**src/rtl/regression_sample_ctrl.sv**
```systemverilog
// Control stage for the linear-regression datapath: accepts N_SAMPLES (x,y) samples,
// sequences init/load strobes and flags b0/b1 valid. Optional idle timeout: REG_CTRL_TIMEOUT_EN.
module regression_sample_ctrl #(
    parameter int N_SAMPLES      = 150,
    parameter int DW             = 20,
    parameter int CW             = 9,
    parameter int SETTLE_CYCLES  = 4,
    parameter int TIMEOUT_CYCLES = 1024
) (
    input  logic          clk,
    input  logic          rst,
    input  logic          start,
    input  logic          abort,
    input  logic          in_valid,
    output logic          in_ready,
    input  logic [DW-1:0] in_x,
    input  logic [DW-1:0] in_y,
    output logic [DW-1:0] x_out,
    output logic [DW-1:0] y_out,
    output logic          ldx,
    output logic          ldy,
    output logic          initsumx,
    output logic          initsumy,
    output logic          initsumxx,
    output logic          initsumxy,
    output logic          ldsumx,
    output logic          ldsumy,
    output logic          ldsumxx,
    output logic          ldsumxy,
    output logic          en,
    output logic [CW-1:0] count,
    output logic          busy,
    output logic          done,
    output logic          result_valid,
    output logic          err_timeout,
    output logic [2:0]    state_dbg
);

    typedef enum logic [2:0] {
        IDLE   = 3'd0,
        INIT   = 3'd1,
        WAIT_S = 3'd2,
        ACC    = 3'd3,
        SETTLE = 3'd4,
        DONE   = 3'd5
    } state_t;

    localparam int SW = (SETTLE_CYCLES > 1) ? $clog2(SETTLE_CYCLES) : 1;
    localparam logic [SW-1:0] SETTLE_LOAD = SW'(SETTLE_CYCLES - 1);
    localparam logic [CW-1:0] LAST_IDX    = CW'(N_SAMPLES - 1);

    if (SETTLE_CYCLES < 1 || TIMEOUT_CYCLES < 1 || (2 ** CW) <= N_SAMPLES) begin : g_bad_params
        $error("regression_sample_ctrl: inconsistent parameters");
    end

    state_t        state;
    logic [SW-1:0] settle_cnt;
    logic          init_r;
    logic          ldsum_r;
    logic          hs;

    // Handshake: a sample transfers in the cycle where in_valid and in_ready are both
    // high; in_ready is registered and only high in WAIT_S, abort suppresses the transfer.
    assign hs = in_valid & in_ready & ~abort;

    assign x_out     = in_x;
    assign y_out     = in_y;
    assign ldx       = hs;
    assign ldy       = hs;
    assign initsumx  = init_r;
    assign initsumy  = init_r;
    assign initsumxx = init_r;
    assign initsumxy = init_r;
    assign ldsumx    = ldsum_r;
    assign ldsumy    = ldsum_r;
    assign ldsumxx   = ldsum_r;
    assign ldsumxy   = ldsum_r;
    assign en        = busy;
    assign state_dbg = state;

`ifdef REG_CTRL_TIMEOUT_EN
    localparam int TW = (TIMEOUT_CYCLES > 1) ? $clog2(TIMEOUT_CYCLES) : 1;
    localparam logic [TW-1:0] IDLE_LIMIT = TW'(TIMEOUT_CYCLES - 1);
    logic [TW-1:0] idle_cnt;
`endif

    always_ff @(posedge clk or posedge rst) begin
        if (rst) begin
            state        <= IDLE;
            count        <= '0;
            settle_cnt   <= '0;
            in_ready     <= 1'b0;
            init_r       <= 1'b0;
            ldsum_r      <= 1'b0;
            busy         <= 1'b0;
            done         <= 1'b0;
            result_valid <= 1'b0;
            err_timeout  <= 1'b0;
`ifdef REG_CTRL_TIMEOUT_EN
            idle_cnt     <= '0;
`endif
        end else begin
            // Pulse-type outputs default low every cycle.
            done        <= 1'b0;
            err_timeout <= 1'b0;
            init_r      <= 1'b0;
            ldsum_r     <= 1'b0;
            if (abort) begin
                state        <= IDLE;
                count        <= '0;
                settle_cnt   <= '0;
                in_ready     <= 1'b0;
                busy         <= 1'b0;
                result_valid <= 1'b0;
            end else begin
                case (state)
                    IDLE, DONE: begin
                        if (start) begin
                            state        <= INIT;
                            init_r       <= 1'b1;
                            busy         <= 1'b1;
                            result_valid <= 1'b0;
                        end else begin
                            state <= IDLE;
                        end
                    end
                    INIT: begin
                        count    <= '0;
                        state    <= WAIT_S;
                        in_ready <= 1'b1;
`ifdef REG_CTRL_TIMEOUT_EN
                        idle_cnt <= '0;
`endif
                    end
                    WAIT_S: begin
                        if (hs) begin
                            state    <= ACC;
                            in_ready <= 1'b0;
                            ldsum_r  <= 1'b1;
`ifdef REG_CTRL_TIMEOUT_EN
                            idle_cnt <= '0;
                        end else if (idle_cnt == IDLE_LIMIT) begin
                            state       <= IDLE;
                            in_ready    <= 1'b0;
                            busy        <= 1'b0;
                            count       <= '0;
                            err_timeout <= 1'b1;
                            idle_cnt    <= '0;
                        end else begin
                            idle_cnt <= idle_cnt + TW'(1);
`endif
                        end
                    end
                    ACC: begin
                        count <= count + CW'(1);
                        if (count == LAST_IDX) begin
                            state      <= SETTLE;
                            settle_cnt <= SETTLE_LOAD;
                        end else begin
                            state    <= WAIT_S;
                            in_ready <= 1'b1;
                        end
                    end
                    SETTLE: begin
                        // Gives the combinational divide time to settle before flagging results.
                        if (settle_cnt == '0) begin
                            state        <= DONE;
                            busy         <= 1'b0;
                            done         <= 1'b1;
                            result_valid <= 1'b1;
                        end else begin
                            settle_cnt <= settle_cnt - SW'(1);
                        end
                    end
                    default: begin
                        state    <= IDLE;
                        in_ready <= 1'b0;
                        busy     <= 1'b0;
                    end
                endcase
            end
        end
    end

endmodule
```
**config.mk**
```make
export PLATFORM = sky130hd
export DESIGN_NAME = regression_sample_ctrl
export DESIGN_NICKNAME = d
export VERILOG_FILES = /design/src/rtl/regression_sample_ctrl.sv
export SDC_FILE = /design/constraint.sdc
export NUM_CORES = 1
export LEC_CHECK = 0
export BUFFER_PORTS_ARGS = -buffer_cell sky130_fd_sc_hd__buf_2
export CORE_ASPECT_RATIO = 0.9
export CORE_MARGIN = 4
export CORE_UTILIZATION = 40
export DETAILED_ROUTE_END_ITERATION = 6
export PLACE_DENSITY = 0.77
export REMOVE_ABC_BUFFERS = 1
export SETUP_SLACK_MARGIN = 0.05
export SLEW_MARGIN = 20
export SYNTH_ARGS = -nofsm -noshare
export SYNTH_HDL_FRONTEND = slang
export SYNTH_SLANG_ARGS = --single-unit
```
**constraint.sdc**
```tcl
create_clock -name clk -period 2.75 [get_ports clk]
set_input_delay 0.55 -clock clk [delete_from_list [all_inputs] [get_ports clk]]
set_output_delay 0.55 -clock clk [all_outputs]
set_load 0.01 [all_outputs]
```
==> metrics.yaml, run 1 <==
status: "complete, no violations"
drcViolationCount: 0
hp-class: "input pin to async pin"
endpoint_kind: "output pin"
grt_start_max_net_pins: 21
leakagePower_nw: 0.690
crit_arrival_ns: 1.19
synth_cell_types: 40
fmax_mhz: 575
avgViaCountPerCell: 5.53
setup_tns_ns: 0
period_needed_ns: 1.74
setup.worst_path.start_class: "input pin"
coreArea_um2: 3700
power.density_nw_per_um2: 452
io_buffers: 31
cp_top_family: "simple AND/OR/NAND/NOR gates"
finalMaxSlewViolations: 0
synth.avg_cell_area_um2: 9.00
cp_common_cell: "buf_2"
synth_area_um2: 1530
cts_max_level: 1
setup_viol: 0
cts_tree: "done"
synth_edf_count: 0
drtIter0Drc: 35
crit_chain: "buf_2, nor2b_1, and2_1, buf_2"
worstMarginPinSlew_ns: 0.754
die_x_um: 73.2
synth_flop_cell: "dfrtp_1"
drtAntennaViolNets: 0
first_pass_iters: 4
clk_path_buf_depth: 2
slowest_delay_ns: 0.17
async_flop_share: 1.00
diodes: 0
yosys_register_bits: 20
die_area_um2: 4880
synth_area_leaders: "dfrtp_1, buf_4, o21ai_0, a21oi_1, ha_1"
path_buf_inv: 2
crit_path_max_fanout: 12
finalHoldViolations: 0
root_buffer: "clkbuf_8"
die_h_um: 66.7
initial_core_util: 0.413
num_vias: 1084
cts_setup_buffers: 0
yosys.area.top_type: "dfrtp_1"
cts_buffers: 3
cts.clk_slew.worst_paths_ns: 0.08
criticalPathCategory: "input pin to output pin"
routedWlPerCell_um: 21.5
gp_congestion: 0.780
area_growth_pct: -9.65
hpwl_um: 3330
rsz0062_at_grt: "false"
wirelength_um: 4220
required_ns: 2.20
numClockSinks: 20
ios: 113
synth_top_area_share: 0.327
grt_util_all_layers: 0.181
overflow: 0
netlist_instances: 170
seq_area_frac_synth: 0.327
ctsHoldBuffers: 0
grt_pass1_vias: 972
final_common_cell: "buf_2"
cts_resized: 0
drive_gt1_frac: 0.300
grt_pass1_wl_um: 6220
final_core_util: 0.373
fin_crit_sh: 0.632
ir_drop_v: 0.000134
slowest_stage: "buf_2"
grt_antenna_before_repair: 0
power_mw: 0.624
synth_warnings: 0
cap_violations: 0
clk_latency_ns: 0.26
row_count: 21
final_cell_mix: "buf_2, dfrtp_1, o21ai_0"
r2r_slack_ns: 1.09
clock_skew_ns: 0.00643
relSlewSlack: 0.496
nets: 199
## per-layer routing
| layer | wire [µm] | track usage | vias up |
|---|---|---|---|
| li1 | - | - | 491 |
| met1 | 1680 | 0.225 | 498 |
| met2 | 1430 | 0.191 | 87 |
| met3 | 991 | 0.184 | 6 |
| met4 | 68 | 0.0668 | 2 |
| met5 | 52 | 0.0864 | - |
## worst register-to-register path: cells and delay by family (launching register included)
| kind | cells | cell delay (ns) |
|---|---|---|
| flip-flops | 1 | 0.66 |
| AO/OA/AOI/OAI | 3 | 0.47 |
| AND/OR/NAND/NOR | 1 | 0.47 |
## cells by family (layout without fill, tap and decap cells)
| group | Yosys count | after routing | share of synthesized area |
|---|---|---|---|
| buf+inv | 59 | 39 | 0.281 |
| simple gates | 46 | 46 | 0.196 |
| mux | 2 | 2 | 0.0147 |
| flops | 20 | 20 | 0.327 |
| other cells | 1 | 1 | 0.00245 |
| xor+xnor | 1 | 1 | 0.00572 |
| fa+ha+maj | 3 | 3 | 0.0245 |
| compound gates | 38 | 38 | 0.148 |
## synth_stat cells (2+ instances only)
| master | instances |
|---|---|
| mux2_2 | 2 |
| a21oi_1 | 8 |
| nand3_1 | 4 |
| inv_1 | 4 |
| nor2b_1 | 3 |
| a211oi_1 | 2 |
| o21ai_0 | 16 |
| nor2_1 | 10 |
| buf_6 | 3 |
| buf_2 | 2 |
| and4_1 | 2 |
| ha_1 | 3 |
| buf_4 | 49 |
| o21ai_1 | 3 |
| a31oi_1 | 2 |
| nand3b_1 | 2 |
| nand2_1 | 8 |
| and2b_1 | 2 |
| and3_1 | 4 |
| dfrtp_1 | 20 |
| nand2b_1 | 2 |
## metrics by stage
stage / std cells / setup WS, ns / cell area (µm²) / hold WS (ns)
floorplan: 115 / 1.29 / 1110 / 0.513
global placement: 192 / 1.05 / 1330 / 0.533
detailed placement: 192 / 1.01 / 1330 / 0.533
CTS: 196 / 1.01 / 1380 / 0.437
global route: 196 / 0.904 / 1380 / 0.482
finish: 196 / 1.01 / 1380 / 0.407
## flip-flops by register name (all words and copies together), names as in the netlist
register,cells
count,9
in_ready,1
result_valid,1
initsumx,1
settle_cnt,2
state_dbg,3
done,1
ldsumx,1
busy,1
## worst paths after layout
path	from	to	depth (start not counted)
worst min register to register	busy	busy	1
worst max register to register	state_dbg[0]	count[6]	4
min in group clk	busy	busy	1
worst min-delay path	rst	count[5]	2
worst max-delay path	abort	ldy	4
max in group asynchronous	rst	busy	2
## layout make-up
class,count,area (µm²)
sequential,20,500
tap,46,57.6
inverter,4,15.0
timing repair buffer,31,155
clock buffer,4,55.1
multi-input combinational,91,599
fill,359,2320
## power by group
part	internal, mW	switching (mW)
logic	0.0323	0.0427
clock network	0.128	0.101
registers	0.302	0.0182
total	0.462	0.162
(Power assumes the default switching activity.)
==> run 2, diff against run 1 <==
--- a/config.mk
+++ b/config.mk
@@ -5,6 +5,7 @@
 export SDC_FILE = /design/constraint.sdc
 export NUM_CORES = 1
 export LEC_CHECK = 0
+export ABC_AREA = 1
 export BUFFER_PORTS_ARGS = -buffer_cell sky130_fd_sc_hd__buf_2
 export CORE_ASPECT_RATIO = 0.9
 export CORE_MARGIN = 4
==> constraint.sdc (replaced) <==
create_clock -name clk -period 1.6 [get_ports clk]
set_input_delay 0.32 -clock clk [delete_from_list [all_inputs] [get_ports clk]]
set_output_delay 0.32 -clock clk [all_outputs]
set_load 0.01 [all_outputs]
==> run 2 against run 1 <==
Compared with the run above: critical path depth shrank 1; non-clock buffer count grew 1; flip-flop and latch count is the same; largest cell class unchanged; highest routed layer is now met4.
==> metrics.yaml, run 2 <==
dp_slack_ns: 0.260  # -0.748 ns
regArea_um2: 500  # unchanged
avgViaCountPerCell: 5.21  # -5.8%
nets: 242  # +22%
cap_violations: 0  # unchanged
synth_area_um2: 1520  # -0.74%
p_int_mw: 0.844  # +83%
io_buffers: 31  # unchanged
grt_pass1_vias: 1154  # +19%
cts_resized: 0  # unchanged
grt_util_all_layers: 0.188  # +0.00693
synth.avg_cell_area_um2: 7.30  # -19%
num_vias: 1235  # +14%
synth_cell_types: 21  # -48%
numClockSinks: 20  # unchanged
routedWlPerCell_um: 18.7  # -13%
leakagePower_nw: 0.799  # +16%
row_count: 20  # -4.8%
wirelength_um: 4430  # +4.9%
cts_setup_buffers: 0  # unchanged
async_flop_share: 1.00  # unchanged
clock_skew_ns: 0.00604  # -0.000383 ns
drtAntennaViolNets: 0  # unchanged
fillers: 370  # +3.1%
hp-class: "input pin to async pin"
gp_congestion: 0.832  # +6.7%
cts_buffers: 3  # unchanged
netlist_instances: 208  # +22%
period_needed_ns: 1.38
r2r_start: "count[1]"
drive_gt1_frac: 0.238  # -0.0617
clk_path_buf_depth: 2  # unchanged
cts_max_level: 1  # unchanged
synth_flop_cell: "dfrtp_1"
yosys.area.top_type: "dfrtp_1"
hpwl_um: 3550  # +6.6%
grt_pass1_wl_um: 6510  # +4.8%
die_h_um: 66.5  # -0.32%
yosys_register_bits: 20  # unchanged
place_area_um2: 1350  # +1.7%
grt_antenna_before_repair: 0  # unchanged
crit_arrival_ns: 1.06  # -0.13 ns
swShare: 0.312  # +0.0523
diodes: 0  # unchanged
ctsHoldBuffers: 0  # unchanged
endpoint_kind: "output pin"
finalMaxSlewViolations: 0  # unchanged
yosysMostFrequentCell: "buf_4"
synth_edf_count: 0  # unchanged
multi_input_area_um2: 541  # -9.8%
clkPwrFrac: 0.330  # -0.036
coreArea_um2: 3500  # -5.4%
dp.cells: 233  # +21%
worst_slack_ns: 0.215  # -0.796 ns
drtIter0Drc: 110  # +210%
setup_viol: 0  # unchanged
ys_top_cells_by_count: "buf_4, nand2_1, nand3_1, dfrtp_1, inv_1"
setup.worst_path.start_class: "register"
rsz0062_at_grt: "false"
initial_core_util: 0.434  # +0.0205
r2r_slack_ns: 0.25  # -0.84 ns
grt_start_max_net_pins: 21  # unchanged
die_area_um2: 4850  # -0.65%
area_growth_pct: -7.33
clk_latency_ns: 0.27  # about the same
setup_tns_ns: 0  # unchanged
reg2reg_depth: 9  # +5
crit_path_max_fanout: 3  # -9
ios: 113  # unchanged
finalHoldViolations: 0  # unchanged
required_ns: 1.28  # -0.92 ns
design_area_um2: 1410  # +1.8%
status: "complete, no violations"
final_common_cell: "nand2_1"
stdcell_count: 237  # +21%
first_pass_iters: 4  # unchanged
power.density_nw_per_um2: 871  # +93%
root_buffer: "clkbuf_8"
regMostFlops: "count"
overflow: 0  # unchanged
largest_reg_flops: 9  # unchanged
ir_drop_v: 0.000287  # +110%
fin_crit_sh: 0.866
seq_area_frac_synth: 0.329  # +0.00242
r2r-end: "settle_cnt[1]"
power_mw: 1.23  # +96%
synth_warnings: 0  # unchanged
synth_top_area_share: 0.329  # +0.00242
power.switching_mw: 0.382  # +140%
synth_area_leaders: "dfrtp_1, buf_4, nand2_1, nand3_1, inv_1"
cts.clk_slew.worst_paths_ns: 0.08  # about the same
fmax_mhz: 722
cts_tree: "done"
criticalPathCategory: "register to output pin"
final_cell_mix: "nand2_1, buf_2, nand3_1"
seqPwrFrac: 0.462  # -0.051
die_x_um: 73.0  # -0.33%
drcViolationCount: 0  # unchanged
p_comb_frac: 0.208  # +0.088
-- run 2: cell count changes in the layout (fill, tap and decap cells not counted), sizes merged, moves of 4 or more --
cell   before  now
inv         4   25
and3        4    0
o21ai      19    9
nand2       9   44
nand3       4   26
nor2       11   16
-- run 2: metal layers --
layer,global-route usage,vias to the layer above,share of wire
met1,0.245,562,0.45
met5,0.0988,-,0
met2,0.209,92,0.35
met4,0.0599,0,0.011
li1,-,576,-
met3,0.161,5,0.20
-- run 2: worst max-delay path by stage --
stage / to / cells after the start / startpoint / slack [ns]
after global routing: settle_cnt[1] / 9 / count[1] / 0.08
after detailed placement: settle_cnt[0] / 9 / count[1] / 0.26
after CTS: ldx / 3 / in_ready / 0.20
final: ldx / 3 / in_ready / 0.22
after floorplan: settle_cnt[0] / 9 / count[1] / 0.35
after global placement: settle_cnt[0] / 9 / count[1] / 0.29
-- run 2: power groups by stage --
stage	Sequential (mW)	Combinational, mW	Clock [mW]
global route	0.573	0.294	0.430
detailed placement	0.575	0.254	0
floorplan	0.591	0.148	0
finish	0.567	0.255	0.405
global placement	0.573	0.252	0
CTS	0.565	0.256	0.408
-- run 2: final cells by class --
class,instances,share of cell area
multi-input cells,112,0.384
flip-flops and latches,20,0.356
repair buffers,32,0.116
inverters,25,0.0667
clock buffers,4,0.0391
well taps,44,0.0391
-- run 2: cells by family after synthesis --
group | synth area share
AO/OA/AOI/OAI | 0.0585
XOR/XNOR | 0.00577
adder cells (fa/ha/maj) | 0.0247
buffers and inverters | 0.316
flip-flops | 0.329
other | 0.00247
AND/OR/NAND/NOR | 0.263
-- run 2: through the flow --
step | hold WS, ns | utilization
global placement | 0.362 | 0.385
floorplan | 0.284 | -
global route | 0.109 | 0.402
detailed placement | 0.364 | 0.385
CTS | 0.0766 | 0.401
finish | 0.0603 | 0.402
-- run 2: critical path, cell delays in order, from the launching register on --
cell     delay [ns]
dfrtp_1        0.37
nand2_1        0.13
nor2_1         0.15
buf_2          0.15
